===== src/rtl/act_pwq_pkg.sv =====
// Shared constants for the PWQ tanh/sigmoid unit: mode encoding, segment bounds,
// saturation level and the Q8.24 Horner coefficient table.
package act_pwq_pkg;

  typedef enum logic {
    MODE_TANH    = 1'b0,
    MODE_SIGMOID = 1'b1
  } mode_e;

  typedef enum logic [1:0] {
    COEF_C2 = 2'd0,
    COEF_C1 = 2'd1,
    COEF_C0 = 2'd2
  } coef_sel_e;

  localparam int              FL_DEF = 24;
  localparam logic signed [31:0] ONE = 32'sh0100_0000;

  // k in units of 1.0 at fl fractional bits; segments split at 1, 2 and 4
  function automatic logic [63:0] seg_bound(input int unsigned k, input int unsigned fl);
    return 64'(k) << fl;
  endfunction

  function automatic logic [63:0] one_fx(input int unsigned fl);
    return 64'd1 << fl;
  endfunction

  function automatic logic signed [31:0] coef(input logic [1:0] seg, input coef_sel_e sel);
    logic signed [31:0] c;
    c = 32'sd0;
    case (seg)
      2'd0: case (sel)
        COEF_C2: c = -32'sh0027_A364;
        COEF_C1: c =  32'sh0100_0000;
        default: c =  32'sh0000_0000;
      endcase
      2'd1: case (sel)
        COEF_C2: c = -32'sh002B_5000;
        COEF_C1: c =  32'sh00B3_8270;
        default: c =  32'sh003B_F04C;
      endcase
      default: case (sel)
        COEF_C2: c = -32'sh0006_0000;
        COEF_C1: c =  32'sh0028_0000;
        default: c =  32'sh00BD_A7A2;
      endcase
    endcase
    return c;
  endfunction

endpackage


===== src/rtl/pwq_horner_stage.sv =====
// One Horner step: res = ((acc * x) >>> FL) + add, registered with a sideband.
// Loads only when en is high, so an unloaded stage holds its contents.
module pwq_horner_stage
  import act_pwq_pkg::*;
#(
  parameter int WIDTH = 32,
  parameter int FL    = 24,
  parameter int SB_W  = 1
) (
  input  logic                    clk,
  input  logic                    rst,
  input  logic                    en,
  input  logic                    in_vld,
  input  logic signed [WIDTH-1:0] in_acc,
  input  logic signed [WIDTH-1:0] in_x,
  input  logic signed [WIDTH-1:0] in_add,
  input  logic [SB_W-1:0]         in_sb,
  output logic                    out_vld,
  output logic signed [WIDTH-1:0] out_res,
  output logic [SB_W-1:0]         out_sb
);

  logic signed [2*WIDTH-1:0] prod;
  logic                      vld_d, vld_q;
  logic signed [WIDTH-1:0]   res_d, res_q;
  logic [SB_W-1:0]           sb_d, sb_q;

  always_comb begin
    prod  = (2*WIDTH)'(in_acc) * (2*WIDTH)'(in_x);
    vld_d = vld_q;
    res_d = res_q;
    sb_d  = sb_q;
    if (en) begin
      vld_d = in_vld;
      res_d = WIDTH'(prod >>> FL) + in_add;
      sb_d  = in_sb;
    end
  end

  always_ff @(posedge clk) begin
    if (rst) begin
      vld_q <= 1'b0;
      res_q <= '0;
      sb_q  <= '0;
    end else begin
      vld_q <= vld_d;
      res_q <= res_d;
      sb_q  <= sb_d;
    end
  end

  assign out_vld = vld_q;
  assign out_res = res_q;
  assign out_sb  = sb_q;

endmodule


===== src/rtl/act_pwq_pipe.sv =====
// Four-stage piecewise-quadratic tanh/sigmoid with valid/ready on both sides.
// Each stage advances when it is empty or the stage after it advances.
module act_pwq_pipe
  import act_pwq_pkg::*;
#(
  parameter int WIDTH = 32,
  parameter int FL    = 24,
  parameter int TAG_W = 4
) (
  input  logic             clk,
  input  logic             rst,
  input  logic             in_valid,
  output logic             in_ready,
  input  logic [WIDTH-1:0] in_data,
  input  logic             in_mode,
  input  logic [TAG_W-1:0] in_tag,
  output logic             out_valid,
  input  logic             out_ready,
  output logic [WIDTH-1:0] out_data,
  output logic             out_sat,
  output logic [TAG_W-1:0] out_tag
);

  localparam logic [WIDTH-1:0]        B1       = WIDTH'(seg_bound(1, FL));
  localparam logic [WIDTH-1:0]        B2       = WIDTH'(seg_bound(2, FL));
  localparam logic [WIDTH-1:0]        B4       = WIDTH'(seg_bound(4, FL));
  localparam logic signed [WIDTH-1:0] ONE_W    = WIDTH'(one_fx(FL));
  localparam logic signed [WIDTH-1:0] HALF_W   = WIDTH'(one_fx(FL) >> 1);
  localparam logic [WIDTH-1:0]        MOST_NEG = {1'b1, {(WIDTH-1){1'b0}}};
  localparam int SB2_W = TAG_W + 3;
  localparam int SB1_W = WIDTH + 2 + SB2_W;

  logic                    rdy0, rdy1, rdy2, rdy3;
  logic signed [WIDTH-1:0] u;
  logic                    v0_d, v0_q, sign_d, sign_q, sat0_d, sat0_q;
  logic [WIDTH-1:0]        abs_d, abs_q;
  logic [1:0]              seg_d, seg_q;
  mode_e                   mode0_d, mode0_q;
  logic [TAG_W-1:0]        tag0_d, tag0_q;

  logic                    v1, v2;
  logic signed [WIDTH-1:0] acc1, t2;
  logic [SB1_W-1:0]        sb1;
  logic [SB2_W-1:0]        sb2;

  logic                    out_valid_d, out_valid_q, out_sat_d, out_sat_q;
  logic [WIDTH-1:0]        out_data_d, out_data_q;
  logic [TAG_W-1:0]        out_tag_d, out_tag_q;
  logic signed [WIDTH-1:0] t3;

  assign rdy3     = !out_valid_q || out_ready;
  assign rdy2     = !v2 || rdy3;
  assign rdy1     = !v1 || rdy2;
  assign rdy0     = !v0_q || rdy1;
  assign in_ready = rdy0;

  // S0: sigmoid folds into tanh(x/2); classify |u| against the segment bounds
  always_comb begin
    u       = (in_mode == MODE_SIGMOID) ? ($signed(in_data) >>> 1) : $signed(in_data);
    v0_d    = v0_q;
    sign_d  = sign_q;
    abs_d   = abs_q;
    sat0_d  = sat0_q;
    seg_d   = seg_q;
    mode0_d = mode0_q;
    tag0_d  = tag0_q;
    if (rdy0) begin
      v0_d    = in_valid;
      sign_d  = u[WIDTH-1];
      abs_d   = sign_d ? -u : u;
      sat0_d  = ($unsigned(u) == MOST_NEG) || (abs_d >= B4);
      seg_d   = (abs_d < B1) ? 2'd0 : (abs_d < B2) ? 2'd1 : 2'd2;
      mode0_d = mode_e'(in_mode);
      tag0_d  = in_tag;
    end
  end

  always_ff @(posedge clk) begin
    if (rst) begin
      v0_q    <= 1'b0;
      sign_q  <= 1'b0;
      abs_q   <= '0;
      sat0_q  <= 1'b0;
      seg_q   <= 2'd0;
      mode0_q <= MODE_TANH;
      tag0_q  <= '0;
    end else begin
      v0_q    <= v0_d;
      sign_q  <= sign_d;
      abs_q   <= abs_d;
      sat0_q  <= sat0_d;
      seg_q   <= seg_d;
      mode0_q <= mode0_d;
      tag0_q  <= tag0_d;
    end
  end

  pwq_horner_stage #(.WIDTH(WIDTH), .FL(FL), .SB_W(SB1_W)) u_s1 (
    .clk     (clk),
    .rst     (rst),
    .en      (rdy1),
    .in_vld  (v0_q),
    .in_acc  (WIDTH'(coef(seg_q, COEF_C2))),
    .in_x    ($signed(abs_q)),
    .in_add  (WIDTH'(coef(seg_q, COEF_C1))),
    .in_sb   ({abs_q, seg_q, sat0_q, mode0_q, sign_q, tag0_q}),
    .out_vld (v1),
    .out_res (acc1),
    .out_sb  (sb1)
  );

  pwq_horner_stage #(.WIDTH(WIDTH), .FL(FL), .SB_W(SB2_W)) u_s2 (
    .clk     (clk),
    .rst     (rst),
    .en      (rdy2),
    .in_vld  (v1),
    .in_acc  (acc1),
    .in_x    ($signed(sb1[SB1_W-1 -: WIDTH])),
    .in_add  (WIDTH'(coef(sb1[SB2_W +: 2], COEF_C0))),
    .in_sb   (sb1[SB2_W-1:0]),
    .out_vld (v2),
    .out_res (t2),
    .out_sb  (sb2)
  );

  // S3: sb2 = {sat, mode, sign, tag}
  always_comb begin
    t3 = sb2[TAG_W+2] ? ONE_W : t2;
    if (sb2[TAG_W]) t3 = -t3;
    out_valid_d = out_valid_q;
    out_data_d  = out_data_q;
    out_sat_d   = out_sat_q;
    out_tag_d   = out_tag_q;
    if (rdy3) begin
      out_valid_d = v2;
      if (v2) begin
        out_data_d = sb2[TAG_W+1] ? (t3 >>> 1) + HALF_W : t3;
        out_sat_d  = sb2[TAG_W+2];
        out_tag_d  = sb2[TAG_W-1:0];
      end
    end
  end

  always_ff @(posedge clk) begin
    if (rst) begin
      out_valid_q <= 1'b0;
      out_data_q  <= '0;
      out_sat_q   <= 1'b0;
      out_tag_q   <= '0;
    end else begin
      out_valid_q <= out_valid_d;
      out_data_q  <= out_data_d;
      out_sat_q   <= out_sat_d;
      out_tag_q   <= out_tag_d;
    end
  end

  assign out_valid = out_valid_q;
  assign out_data  = out_data_q;
  assign out_sat   = out_sat_q;
  assign out_tag   = out_tag_q;

endmodule

===== config.mk =====
export PLATFORM = sky130hd
export DESIGN_NAME = act_pwq_pipe
export DESIGN_NICKNAME = d
export VERILOG_FILES = /design/src/rtl/act_pwq_pkg.sv /design/src/rtl/pwq_horner_stage.sv /design/src/rtl/act_pwq_pipe.sv
export SDC_FILE = /design/constraint.sdc
export NUM_CORES = 2
export LEC_CHECK = 0
export ABC_CLOCK_PERIOD_IN_PS = 10600
export CORE_ASPECT_RATIO = 1.4
export CORE_UTILIZATION = 39
export CTS_BUF_LIST = sky130_fd_sc_hd__clkbuf_16
export DETAILED_ROUTE_END_ITERATION = 10
export PLACE_DENSITY_LB_ADDON = 0.12
export SETUP_SLACK_MARGIN = 0.2
export SLEW_MARGIN = 20
export SYNTH_ARGS = -nofsm -noshare
export SYNTH_HDL_FRONTEND = slang
export SYNTH_SLANG_ARGS = --single-unit
export TNS_END_PERCENT = 50

===== constraint.sdc =====
create_clock -name clk -period 10.6 [get_ports clk]
set_clock_uncertainty 0.15 [all_clocks]
set_input_delay 2.12 -clock clk [delete_from_list [all_inputs] [get_ports clk]]
set_output_delay 2.12 -clock clk [all_outputs]
set_load 0.02 [all_outputs]

==> results.yml <==
status:
  status: "finished clean"
detailed_routing:
  wl_microns: 199000
  dr.pass1.iters: 5
  wl_per_cell_microns: 22.1
  vias: 45967
  drtAntennaViolNets: 0
  drcViolationCount: 0
  viasPerCell: 5.09
  drt_iter0_drc: 2356
yosys:
  ys_seq_elements: 194
  synth_area_sq_um: 61800
  yosys_warnings: 0
  yosysMostFrequentCell: "inv_1"
  yosysSeqAreaShare_pct: 6.29
  ys.flop_type: "dfxtp_1"
  post-synth-top-area-fraction_pct: 47.1
  async_reset_ff_share_pct: 0
  synthDistinctLibCells: 95
  yosys.area.top_type: "fa_1"
  synth_edf_count: 0
  synth.area.top_cells: "fa_1 (47%), inv_1 (9.4%), ha_1 (9.1%), dfxtp_1 (6.3%), nand2_1 (5.8%)"
  synth_commonest_cells: "inv_1 (1545), fa_1 (1454), nand2_1 (959)"
  syn_avg_cell_area_sq_um: 8.92
  syn_inst: 6924
critical_path:
  timing.rr.start: "u_s1.out_res[21]$_SDFFE_PP0P_"
  cp-endpoint: "u_s2.out_res[31]$_SDFFE_PP0P_"
  r2r-end: "u_s2.out_res[31]$_SDFFE_PP0P_"
  regToRegSetupSlack_ns: 0.64
  slowest_stage: "fa_1"
  cpPeakStageDelay_ns: 0.72
  worst-path-max-fanout: 21
  reg2regPathDepth: 30
  critPathKind: "flip-flop to flip-flop"
  crit_path_start: "u_s1.out_res[21]$_SDFFE_PP0P_"
  endpoint_kind: "flip-flop"
  crit_arrival_ns: 10.27
  crit_path_start_kind: "flip-flop"
  cpMostUsedCell: "fa_1"
  worstPathRequired_ns: 10.90
place:
  io_buffers: 79
  dp_cells: 8982
  gp_congestion: 0.936
  dp_slack_ns: 0.198
  dp_hpwl_microns: 172000
sta:
  period_needed_ns: 9.96
  finalHoldViolCount: 0
  setup_viol: 0
  fin_crit_sh_pct: 94.0
  drv_slew: 0
  slew_headroom_pct: 27.6
  worst_slack_ns: 0.635
  max_freq_mhz: 100
  fin_tns_setup_ns: 0
  tightest_slew_ns: 1.07
  rsz0062_at_grt: "true"
final_layout:
  drive_above_1_share_pct: 5.15
  seq_area_sq_um: 3920
  nFillCells: 15946
  antenna_cells: 0
  fin_util_pct: 42.5
  fin_cells: 9024
  syn2layout_area_growth_pct: 7.98
  finalNetCount: 8869
  multi_input_area_sq_um: 50900
clock_network:
  clk_root_buffer_cell: "clkbuf_16"
  cts_buffers: 17
  clock_sinks: 194
  cts_tree: "built"
  clk_pin_slew_worst_paths_ns: 0.11
  htreeDepth: 4
  clockBufferDepth: 2
  clk-insertion-delay-late_ns: 0.56
  ctsHoldBuffers: 0
flow_run:
  maxCapViolCount: 0
hold_path:
  hold_path.class: "flip-flop to flip-flop"
die:
  start_util_pct: 39.3
  core_region_area_sq_um: 157000
  boundaryPins: 80
  die_x_microns: 338
  fp.dieArea_sq_um: 160000
  rows: 172
  die_height_microns: 473
global_routing:
  overflow: 0
  grt_pass1_wl_microns: 307000
  grt_pass1_vias: 50986
  grt_usage_pct: 25.7
  grt_antenna_before_repair: 3
  grt_max_degree: 77
==> cells by family (layout without fill, tap and decap cells) <==
family,Yosys count,after routing,synth area share (%)
mux,28,28,0.523
other cells,1,2,0.00607
fa+ha+maj,1906,1906,56.3
xor+xnor,174,174,2.47
compound gates,706,706,7.23
simple gates,2033,2033,15.8
buf+inv,1882,1893,11.4
flops,194,194,6.29
==> state kept, by name, summed over array words and instances, names as in the netlist <==
register      cells
sat0_q            1
seg_q             2
u_s2.out_res     32
out_data         32
sign_q            1
abs_q            32
out_tag           4
out_sat           1
u_s1.out_sb      41
tag0_q            4
u_s1.out_res     32
u_s2.out_sb       7
v0_q              1
mode0_q           1
u_s1.out_vld      1
out_valid         1
u_s2.out_vld      1
==> worst min path at each step <==
stage / slack [ns] / depth (start not counted) / to / from
global route: 0.31 / 2 / u_s1.out_sb[5]$_SDFFE_PP0P_ / mode0_q$_SDFFE_PP0P_
finish: 0.29 / 2 / u_s1.out_sb[5]$_SDFFE_PP0P_ / mode0_q$_SDFFE_PP0P_
floorplan: 0.28 / 2 / u_s1.out_vld$_SDFFE_PP0P_ / v0_q$_SDFFE_PP0P_
CTS: 0.29 / 2 / u_s1.out_sb[5]$_SDFFE_PP0P_ / mode0_q$_SDFFE_PP0P_
detailed placement: 0.29 / 2 / sign_q$_SDFFE_PP0P_ / sign_q$_SDFFE_PP0P_
global placement: 0.29 / 2 / out_tag[0]$_SDFFE_PP0P_ / u_s2.out_sb[0]$_SDFFE_PP0P_
==> cell usage in the layout (no fill, tap or decap), types with 17 or more instances in the layout <==
master           Yosys  layout
inv_1             1545    1543
fa_1              1454    1453
nand2_1            959     957
and2_1             483     482
ha_1               451     449
a21oi_1            285     282
nor2_1             227     226
buf_4                0     216
dfxtp_1            194     169
xnor2_1            117     117
o21ai_0            115     111
clkdlybuf4s50_1      0      77
nor3_1              74      74
a211oi_1            57      57
xor2_1              57      57
a21o_1              48      48
nor2b_1             47      46
nand2b_1            41      41
nand3_1             42      41
nand4_1             32      32
or3_1               24      24
o211ai_1            23      23
dfxtp_2              0      22
o21a_1              21      21
mux2i_1             21      21
nor4_1              21      20
a31oi_1             19      19
and3_1              20      19
clkbuf_16            0      17
buf_12               0      17
==> cell type report <==
class / instances / share of cell area (%)
Tap cell: 2088 / 3.92
Inverter: 1547 / 8.72
Clock inverter: 15 / 0.368
Multi-Input combinational cell: 4849 / 76.3
Clock buffer: 17 / 0.638
Sequential cell: 194 / 5.88
Timing Repair Buffer: 314 / 4.18
==> metal layers <==
layer  global-route usage (%)  wire length (microns)  vias to the layer above
met3                     1.52                   4700                      422
met5                        0                     13                        -
met4                     16.7                  15500                        2
met1                     27.2                  70700                    23732
met2                     49.0                 108000                      976
li1                         -                      -                    20835
==> worst max-delay path: cells and delay by family, from the launching register on <==
kind / cells / cell delay, ns
AO/OA/AOI/OAI: 9 / 2.20
XOR/XNOR: 1 / 0.11
adder cells (fa/ha/maj): 10 / 4.91
buffers and inverters: 4 / 0.69
flip-flops: 1 / 0.64
AND/OR/NAND/NOR: 6 / 1.17
==> per-stage QoR <==
step           hold WS [ns]  instance area (sq um)
2_1_floorplan         0.282                  61800
6_report              0.286                  66700
3_3_place_gp          0.287                  65800
4_1_cts               0.288                  66500
5_1_grt               0.312                  66700
3_5_place_dp          0.294                  65800
==> what timing repair did <==
action,4_1_cts,5_1_grt
resized for setup,2,44
pin swaps,0,2
endpoints found under the setup margin,1,18
setup buffers,0,10
Power is not shown: default switching activity piles up to over one toggle a cycle in this logic, so the estimate is an artifact.
